### src/rtl/stopwatch_pkg.sv
// Shared constants for the stopwatch control block.
//   - FSM state encoding (STOP / RUN)
//   - count direction encoding
//   - display scan constants and the anode decode helper
package stopwatch_pkg;

  localparam logic ST_STOP  = 1'b0;
  localparam logic ST_RUN   = 1'b1;

  localparam logic DIR_UP   = 1'b1;
  localparam logic DIR_DOWN = 1'b0;

  localparam int   DIGITS   = 4;
  localparam int   DIG_W    = $clog2(DIGITS);

  localparam logic [DIGITS-1:0] AN_RESET = 4'b1110;

  // Active-low one-hot anode pattern for a digit index.
  function automatic logic [DIGITS-1:0] an_decode(input logic [DIG_W-1:0] idx);
    return ~(DIGITS'(1) << idx);
  endfunction

endpackage

### src/rtl/stopwatch_ctrl_rise_edge.sv
// Registered rising-edge detector for one debounced button level.
//   clk      : system clock
//   reset_n  : asynchronous active-low reset (history and output cleared)
//   d_i      : debounced button level
//   rise_o   : one-cycle pulse, registered, the cycle after d_i is first sampled high
module rise_edge (
  input  logic clk,
  input  logic reset_n,
  input  logic d_i,
  output logic rise_o
);

  logic hist_q;
  logic rise_q;

  // History resets to 0, so a button held through reset release yields one edge.
  always_ff @(posedge clk or negedge reset_n) begin
    if (!reset_n) begin
      hist_q <= 1'b0;
      rise_q <= 1'b0;
    end else begin
      hist_q <= d_i;
      rise_q <= d_i & ~hist_q;
    end
  end

  assign rise_o = rise_q;

endmodule

### src/rtl/stopwatch_ctrl.sv
// Control/sequencing for the 4-digit BCD stopwatch datapath.
//   clk, reset_n         : clock, asynchronous active-low reset
//   go, clr, up, down    : debounced button levels (acted on at their rising edge)
//   cnt_zero, cnt_max    : datapath count at 0000 / 9999
//   cnt_en               : one-cycle step pulse to the datapath
//   cnt_up               : count direction (1 = increment)
//   cnt_clr              : one-cycle synchronous clear pulse to the datapath
//   running              : FSM is in RUN
//   digit_sel, an        : display scan digit index and active-low anode enables
// All outputs come straight from flops.
module stopwatch_ctrl
  import stopwatch_pkg::*;
#(
  parameter int TICK_DIV  = 5_000_000,
  parameter int SCAN_BITS = 16
) (
  input  logic              clk,
  input  logic              reset_n,
  input  logic              go,
  input  logic              clr,
  input  logic              up,
  input  logic              down,
  input  logic              cnt_zero,
  input  logic              cnt_max,
  output logic              cnt_en,
  output logic              cnt_up,
  output logic              cnt_clr,
  output logic              running,
  output logic [DIG_W-1:0]  digit_sel,
  output logic [DIGITS-1:0] an
);

  localparam int                TICK_W    = (TICK_DIV > 1) ? $clog2(TICK_DIV) : 1;
  localparam logic [TICK_W-1:0] TICK_LAST = TICK_W'(TICK_DIV - 1);

  logic go_rise, clr_rise, up_rise, down_rise;

  rise_edge u_go   (.clk(clk), .reset_n(reset_n), .d_i(go),   .rise_o(go_rise));
  rise_edge u_clr  (.clk(clk), .reset_n(reset_n), .d_i(clr),  .rise_o(clr_rise));
  rise_edge u_up   (.clk(clk), .reset_n(reset_n), .d_i(up),   .rise_o(up_rise));
  rise_edge u_down (.clk(clk), .reset_n(reset_n), .d_i(down), .rise_o(down_rise));

  logic                state_q, state_d;
  logic [TICK_W-1:0]   tick_q, tick_d;
  logic                cnt_en_q, cnt_en_d;
  logic                cnt_clr_q, cnt_clr_d;
  logic                cnt_up_q, cnt_up_d;
  logic [SCAN_BITS-1:0] scan_q, scan_d;
  logic [DIG_W-1:0]    digit_q, digit_d;
  logic [DIGITS-1:0]   an_q, an_d;

  logic tick_due;
  logic at_limit;

  assign tick_due = (state_q == ST_RUN) && (tick_q == TICK_LAST);
  assign at_limit = (cnt_up_q & cnt_max) | (~cnt_up_q & cnt_zero);

  // FSM state register
  always_ff @(posedge clk or negedge reset_n) begin
    if (!reset_n) state_q <= ST_STOP;
    else          state_q <= state_d;
  end

  // FSM next state: clr beats go, go beats the limit stop
  always_comb begin
    state_d = state_q;
    if (clr_rise) begin
      state_d = ST_STOP;
    end else begin
      case (state_q)
        ST_STOP: if (go_rise) state_d = ST_RUN;
        ST_RUN: begin
          if (go_rise)                  state_d = ST_STOP;
          else if (tick_due && at_limit) state_d = ST_STOP;
        end
        default: state_d = ST_STOP;
      endcase
    end
  end

  // FSM outputs: no step when stopping, clearing or saturated at a limit
  always_comb begin
    cnt_en_d  = tick_due & ~at_limit & ~clr_rise & ~go_rise;
    cnt_clr_d = clr_rise;
  end

  always_comb begin
    // Simultaneous up and down cancel out.
    cnt_up_d = cnt_up_q;
    if (up_rise && !down_rise)      cnt_up_d = DIR_UP;
    else if (down_rise && !up_rise) cnt_up_d = DIR_DOWN;

    // Prescaler only advances in RUN; holding it in STOP keeps the tick phase.
    tick_d = tick_q;
    if (clr_rise)                 tick_d = '0;
    else if (tick_due)            tick_d = '0;
    else if (state_q == ST_RUN)   tick_d = tick_q + TICK_W'(1);

    scan_d  = scan_q + SCAN_BITS'(1);
    digit_d = (&scan_q) ? digit_q + DIG_W'(1) : digit_q;
    an_d    = an_decode(digit_d);
  end

  always_ff @(posedge clk or negedge reset_n) begin
    if (!reset_n) begin
      tick_q    <= '0;
      cnt_en_q  <= 1'b0;
      cnt_clr_q <= 1'b0;
      cnt_up_q  <= DIR_UP;
      scan_q    <= '0;
      digit_q   <= '0;
      an_q      <= AN_RESET;
    end else begin
      tick_q    <= tick_d;
      cnt_en_q  <= cnt_en_d;
      cnt_clr_q <= cnt_clr_d;
      cnt_up_q  <= cnt_up_d;
      scan_q    <= scan_d;
      digit_q   <= digit_d;
      an_q      <= an_d;
    end
  end

  assign cnt_en    = cnt_en_q;
  assign cnt_clr   = cnt_clr_q;
  assign cnt_up    = cnt_up_q;
  assign running   = state_q;
  assign digit_sel = digit_q;
  assign an        = an_q;

endmodule

### config.mk
export PLATFORM = sky130hd
export DESIGN_NAME = stopwatch_ctrl
export DESIGN_NICKNAME = d
export VERILOG_FILES = /design/src/rtl/stopwatch_pkg.sv /design/src/rtl/stopwatch_ctrl_rise_edge.sv /design/src/rtl/stopwatch_ctrl.sv
export SDC_FILE = /design/constraint.sdc
export NUM_CORES = 1
export LEC_CHECK = 0
export ABC_AREA = 0
export CAP_MARGIN = 20
export CORE_AREA = 2 2 82 123
export DETAILED_ROUTE_END_ITERATION = 8
export DIE_AREA = 0 0 84 125
export GPL_TIMING_DRIVEN = 1
export PLACE_DENSITY_LB_ADDON = 0.12
export SYNTH_ARGS = -nofsm -noshare
export SYNTH_HDL_FRONTEND = slang
export SYNTH_SLANG_ARGS = --single-unit
### constraint.sdc
create_clock -name clk -period 3.7 [get_ports clk]
set_input_delay 0.74 -clock clk [delete_from_list [all_inputs] [get_ports clk]]
set_output_delay 0.74 -clock clk [all_outputs]
set_load 0.005 [all_outputs]
# Word-level counts from Yosys, hierarchy flattened

Cells that the tools add are included.
W data, S select, Z words.

Multipliers: 0
Bitwise gates (word level): 20
Mux-type cells: 11
Add/subtract/negate cells: 3
Shift operators: 1
Divide/modulo/power cells: 0
Magnitude comparators: 0
Eq/ne operators: 1
Reduce and logical (&&, ||, !) cells: 9

Operator list:

| operator                | number |
|---|---|
| $mux W23                | 3 |
| $add A23 B1 Y23 const B | 1 |
| $eq A23 B23 Y1 const B  | 1 |
| $add A16 B1 Y16 const B | 1 |
| $reduce_and A16 Y1      | 1 |
| $and A1 B1 Y1           | 9 |
| $not A1 Y1              | 9 |
| $mux W1                 | 6 |
| $logic_and A1 B1 Y1     | 4 |
| $not A4 Y4              | 1 |
| $shl A1 B2 Y4 const A   | 1 |
| $reduce_bool A3 Y1      | 1 |
| $add A2 B1 Y2 const B   | 1 |
| $logic_not A1 Y1        | 2 |
| $mux W2                 | 1 |
| $pmux W1 S2             | 1 |
| $reduce_bool A2 Y1      | 1 |
| $or A1 B1 Y1            | 1 |

Bits of input ports: 8
Latch bits: 0
Bits in registers: 57
Word-level logic and storage cells: 61
ROM bits: 0
Memories: 0
Output and inout bits: 10
Bits in writable memories: 0

# Logic depth before layout (Yosys ltp)

Depth after elaboration: 8
Depth in mapped cells: 6
Gate-level depth less buffers: 5

# Hierarchy

Synthesis repeated with hierarchy kept, for this count alone.

Cells, all modules: 242
Area, all modules: 2671.3 sq um

By module, submodules not included:

| module         | area an instance (sq um) | times used | seq. area each (sq um) | cells each |
|---|---|---|---|---|
| stopwatch_ctrl | 2416.1                   | 1          | 1231.2                 | 230 |
| rise_edge      | 63.8                     | 4          | 50.0                   | 3 |

# Worst setup path before layout

Ideal clock, no wire load.

Path type: reg-to-reg
Start: reg tick_q[0]
End: reg tick_q[20]
Arrival time: 1792 ps
Cell stages (with the launch flop): 7
Setup time: 78 ps
Buffers on the path: 1
Setup slack: 1830 ps
Data required time: 3622 ps
Clock period less this slack: 1870 ps
Cell sequence: dfrtp_1 > ha_1 > o211ai_1 > or3_1 > clkbuf_2 > or4_1 > a21oi_1

Word-level cells in the longest chain between the ends: 4
Elaborated cells on any way between the ends: 7
Classes of those cells: add/sub (1); eq/ne (1); mux (3); reduce/logical (2)

RTL lines:

| element                                                  | RTL line                                   | source |
|---|---|---|
| start: declaration                                       | stopwatch_ctrl.sv:44                       | `logic [TICK_W-1:0] tick_q, tick_d;` |
| start signal: assignment                                 | stopwatch_ctrl.sv:114                      | `tick_q <= tick_d;` |
| $add A23 B1 Y23 / $eq A23 B23 Y1 (equally long branches) | stopwatch_ctrl.sv:97, stopwatch_ctrl.sv:55 |  |
| $mux W23 / $logic_and A1 B1 Y1 (equally long branches)   | stopwatch_ctrl.sv:97, stopwatch_ctrl.sv:55 |  |
| $mux W23                                                 | stopwatch_ctrl.sv:96                       | `else if (tick_due) tick_d = '0;` |
| $mux W23                                                 | stopwatch_ctrl.sv:95                       | `if (clr_rise) tick_d = '0;` |

Several ways; a longest one is shown, not always the timed one. The select of a mux whose other input is x is not followed.
A chain may end at the register's enable or synchronous reset.

# Worst setup path in the final report

Start: reg tick_q[17]
End: reg tick_q[5]

Word-level cells in the longest chain between the ends: 4
Elaborated cells on any way between the ends: 5
Classes of those cells: eq/ne (1); mux (2); reduce/logical (2)

RTL lines:

| element                 | RTL line             | source |
|---|---|---|
| $eq A23 B23 Y1 (*)      | stopwatch_ctrl.sv:55 | `assign tick_due = (state_q == ST_RUN) && (tick_q == TICK_LAST);` |
| $logic_and A1 B1 Y1 (*) | stopwatch_ctrl.sv:55 |  |
| $mux W23                | stopwatch_ctrl.sv:96 |  |
| $mux W23                | stopwatch_ctrl.sv:95 |  |

Every way passes the cells marked *; elsewhere a longest branch is shown, timed or not.

==> flow_metrics.tcl <==
set metrics [dict create \
    post_cts_resized 0 \
    row_count 44 \
    cts_hold_buf 0 \
    drt_first_pass_iters 4 \
    drive_gt1_frac 0.1058 \
    synth-main-ff-cell "dfrtp_1" \
    syn_area_sq_um 2671 \
    routed_wirelength_microns 5777 \
    syn_nets 260 \
    gr-total-overflow 0 \
    vias 1919 \
    stdcell_area_sq_um 3268 \
    cts.sinks 57 \
    worstPathRequired_ns 3.91 \
    synthTopCellsByArea "dfrtp_1 50%, xnor2_1 6.2%, dfstp_2 3.9%, nand4_1 3.0%, nor2_1 2.7%" \
    clock_path_buffers 2 \
    fin_tns_setup_ns 0 \
    dp_hpwl_microns 4105 \
    ys_async_sr_fraction 1.000 \
    dpl_cell_area_sq_um 2948 \
    worstMarginPinSlew_ns 0.7792 \
    status "complete, no violations" \
    finalCritPeriodShare 0.6351 \
    hold_path_class "reg -> reg" \
    nets 280 \
    slowest_stage "o21bai_1" \
    routabilityCongestion 0.7105 \
    clockRootBuffer "clkbuf_16" \
    path_cells "or3_1, or3_1, o21bai_1, buf_4, nor2_1" \
    r2r-start "tick_q[17]" \
    via_per_inst 4.933 \
    stdcell_count 389 \
    critPathTopFamily "simple AND/OR/NAND/NOR gates" \
    synth_edf_count 0 \
    ant_nets 0 \
    worstHoldStart "u_down.hist_q" \
    avgRoutedWirePerCell_microns 14.85 \
    dp_cells 373 \
    cellPowerDensity_nw_per_um2 490.8 \
    setup_violations 0 \
    ir_drop_mv 0.2821 \
    globalRouteTotalUtil 0.1226 \
    slowest_delay_ns 0.64 \
    yosys.area.top_type "dfrtp_1" \
    crit_top_cell "or3_1" \
    grt_pass1_wl_microns 9942 \
    h-tree-depth 3 \
    synth_top_area_share 0.4965 \
    drv_slew 0 \
    cts_setup_buffers 0 \
    die_x_microns 84 \
    p_leak_uw 0.001312 \
    finalHoldViolCount 0 \
    clock_latency_ns 0.33 \
    relSlewSlack 0.4795 \
    antenna_found_initial 0 \
    yosysWarnings 0 \
    cts.clk_slew.worst_paths_ns 0.05 \
    io_pins 18 \
    end_kind "flop" \
    avgSynthCellArea_sq_um 10.73 \
    die_y_microns 125 \
    initial_core_util 0.2805 \
    diodes 0 \
    dieArea_sq_um 10500 \
    grt_max_degree 31 \
    rsz0062_at_grt "false" \
    cts_tree "done" \
    crit_buf_inv 1 \
    ys_seq_area_frac 0.5358 \
    synth.ff_latch_count 57 \
    maxCapViolCount 0 \
    drc 0 \
    grt_pass1_vias 1984 \
    period_needed_ns 2.350 \
    critPathKind "reg -> reg" \
    syn_to_final_growth_pct 22.34 \
    cts_made_buffers 9 \
    syn_inst 249 \
    post-layout-total-power_uw 1604 \
    clock_skew_ns 0.004942 \
    core_region_area_sq_um 9524 \
    synth.distinct_cells 43 \
    cp-startpoint "tick_q[17]" \
    max_freq_mhz 425.6 \
    worstSetupStartpointType "flop" \
    cp_data_arrival_time_ns 2.56 \
    crit_fanout 12 \
    port_buffers 17 \
    drt_iter0_markers 112 \
]
path summary, 6_finish.rpt:
check / end / slack (ns) / cells past startpoint
hold reg to reg: u_down.rise_o / 0.39 / 1
hold / removal: u_down.rise_o / 0.39 / 1
max in group asynchronous: cnt_up / 2.50 / 2
setup reg to reg: tick_q[5] / 1.35 / 5
min in group asynchronous: tick_q[12] / 0.44 / 1
setup / recovery: tick_q[5] / 1.35 / 5
flip-flops by register name, summed over array words and instances, names as in the netlist, 2 cells and up:
signal	count
digit_sel	2
tick_q	23
an	4
scan_q	16
Yosys cell counts, drive strengths merged (3+ instances only):
library cell	instances
nor3	3
or4	4
nor2	19
nand3	15
dfstp	4
dfrtp	53
xor2	8
o31ai	3
ha	3
a21oi	12
buf	4
or3	9
and3	4
nor4b	3
nand2b	3
inv	9
and4	6
mux2i	5
nor4	6
clkbuf	7
nand2	9
nor2b	8
xnor2	19
o21ai	6
nand4	13
through the flow:
stage	util	worst slack (ns)	hold WS (ns)
finish	0.3431	1.350	0.3943
global route	0.3431	1.184	0.4067
CTS	0.3431	1.312	0.3980
detailed placement	0.3095	1.303	0.3822
global placement	0.3095	1.366	0.3827
floorplan	-	1.830	0.3548
worst reg2reg max path, delay by kind of cell, from the launching register on:
| kind | cells | cell delay [ns] |
|---|---|---|
| buf+inv | 1 | 0.32 |
| flops | 1 | 0.43 |
| simple gates | 3 | 0.84 |
| compound gates | 1 | 0.64 |
cells in the final DEF (no fill, tap or decap), drive strengths merged, types with 6 or more instances in the layout:
master	synthesis	layout
nand4	13	13
a21oi	12	12
and4	6	6
clkbuf	7	9
or3	9	9
nor2	19	19
xnor2	19	19
dfrtp	53	53
nor2b	8	8
nor4	6	6
xor2	8	8
o21ai	6	6
nand2	9	9
inv	9	9
clkdlybuf4s50	0	16
nand3	15	15
routing by layer:
metal  global-route usage  up-vias  part of all wire
li1                     -      938                 -
met1               0.1382      945              0.43
met2               0.2080       22              0.51
met3              0.03036       14             0.027
met4              0.07211        0             0.033
met5                    0        -                 0
kinds of logic after synthesis:
| family | after synthesis | share of synthesized area |
|---|---|---|
| AOI/OAI and AO/OA | 30 | 0.07260 |
| xor gates and xnor gates | 27 | 0.08853 |
| buffers and inverters | 20 | 0.03325 |
| adders and majority gates | 3 | 0.01405 |
| and+or+nand+nor | 106 | 0.2328 |
| muxes | 6 | 0.02295 |
| DFF | 57 | 0.5358 |
area by class of cell:
| type | count | area [sq um] |
|---|---|---|
| Clock buffer | 9 | 225.2 |
| Clock inverter | 7 | 95.09 |
| Fill cell | 981 | 6256 |
| Inverter | 9 | 33.78 |
| Multi-Input combinational cell | 172 | 1151 |
| Sequential cell | 57 | 1431 |
| Tap cell | 115 | 143.9 |
| Timing Repair Buffer | 20 | 187.7 |
power by group:
part	total [uW]	switching, uW	internal, uW	leakage, uW
sequential	657	18.0	639	0.000751
combinational	57.4	29.2	28.2	0.000418
clock	889	302	587	0.000144
No activity file was read; power rests on OpenSTA's default activity.
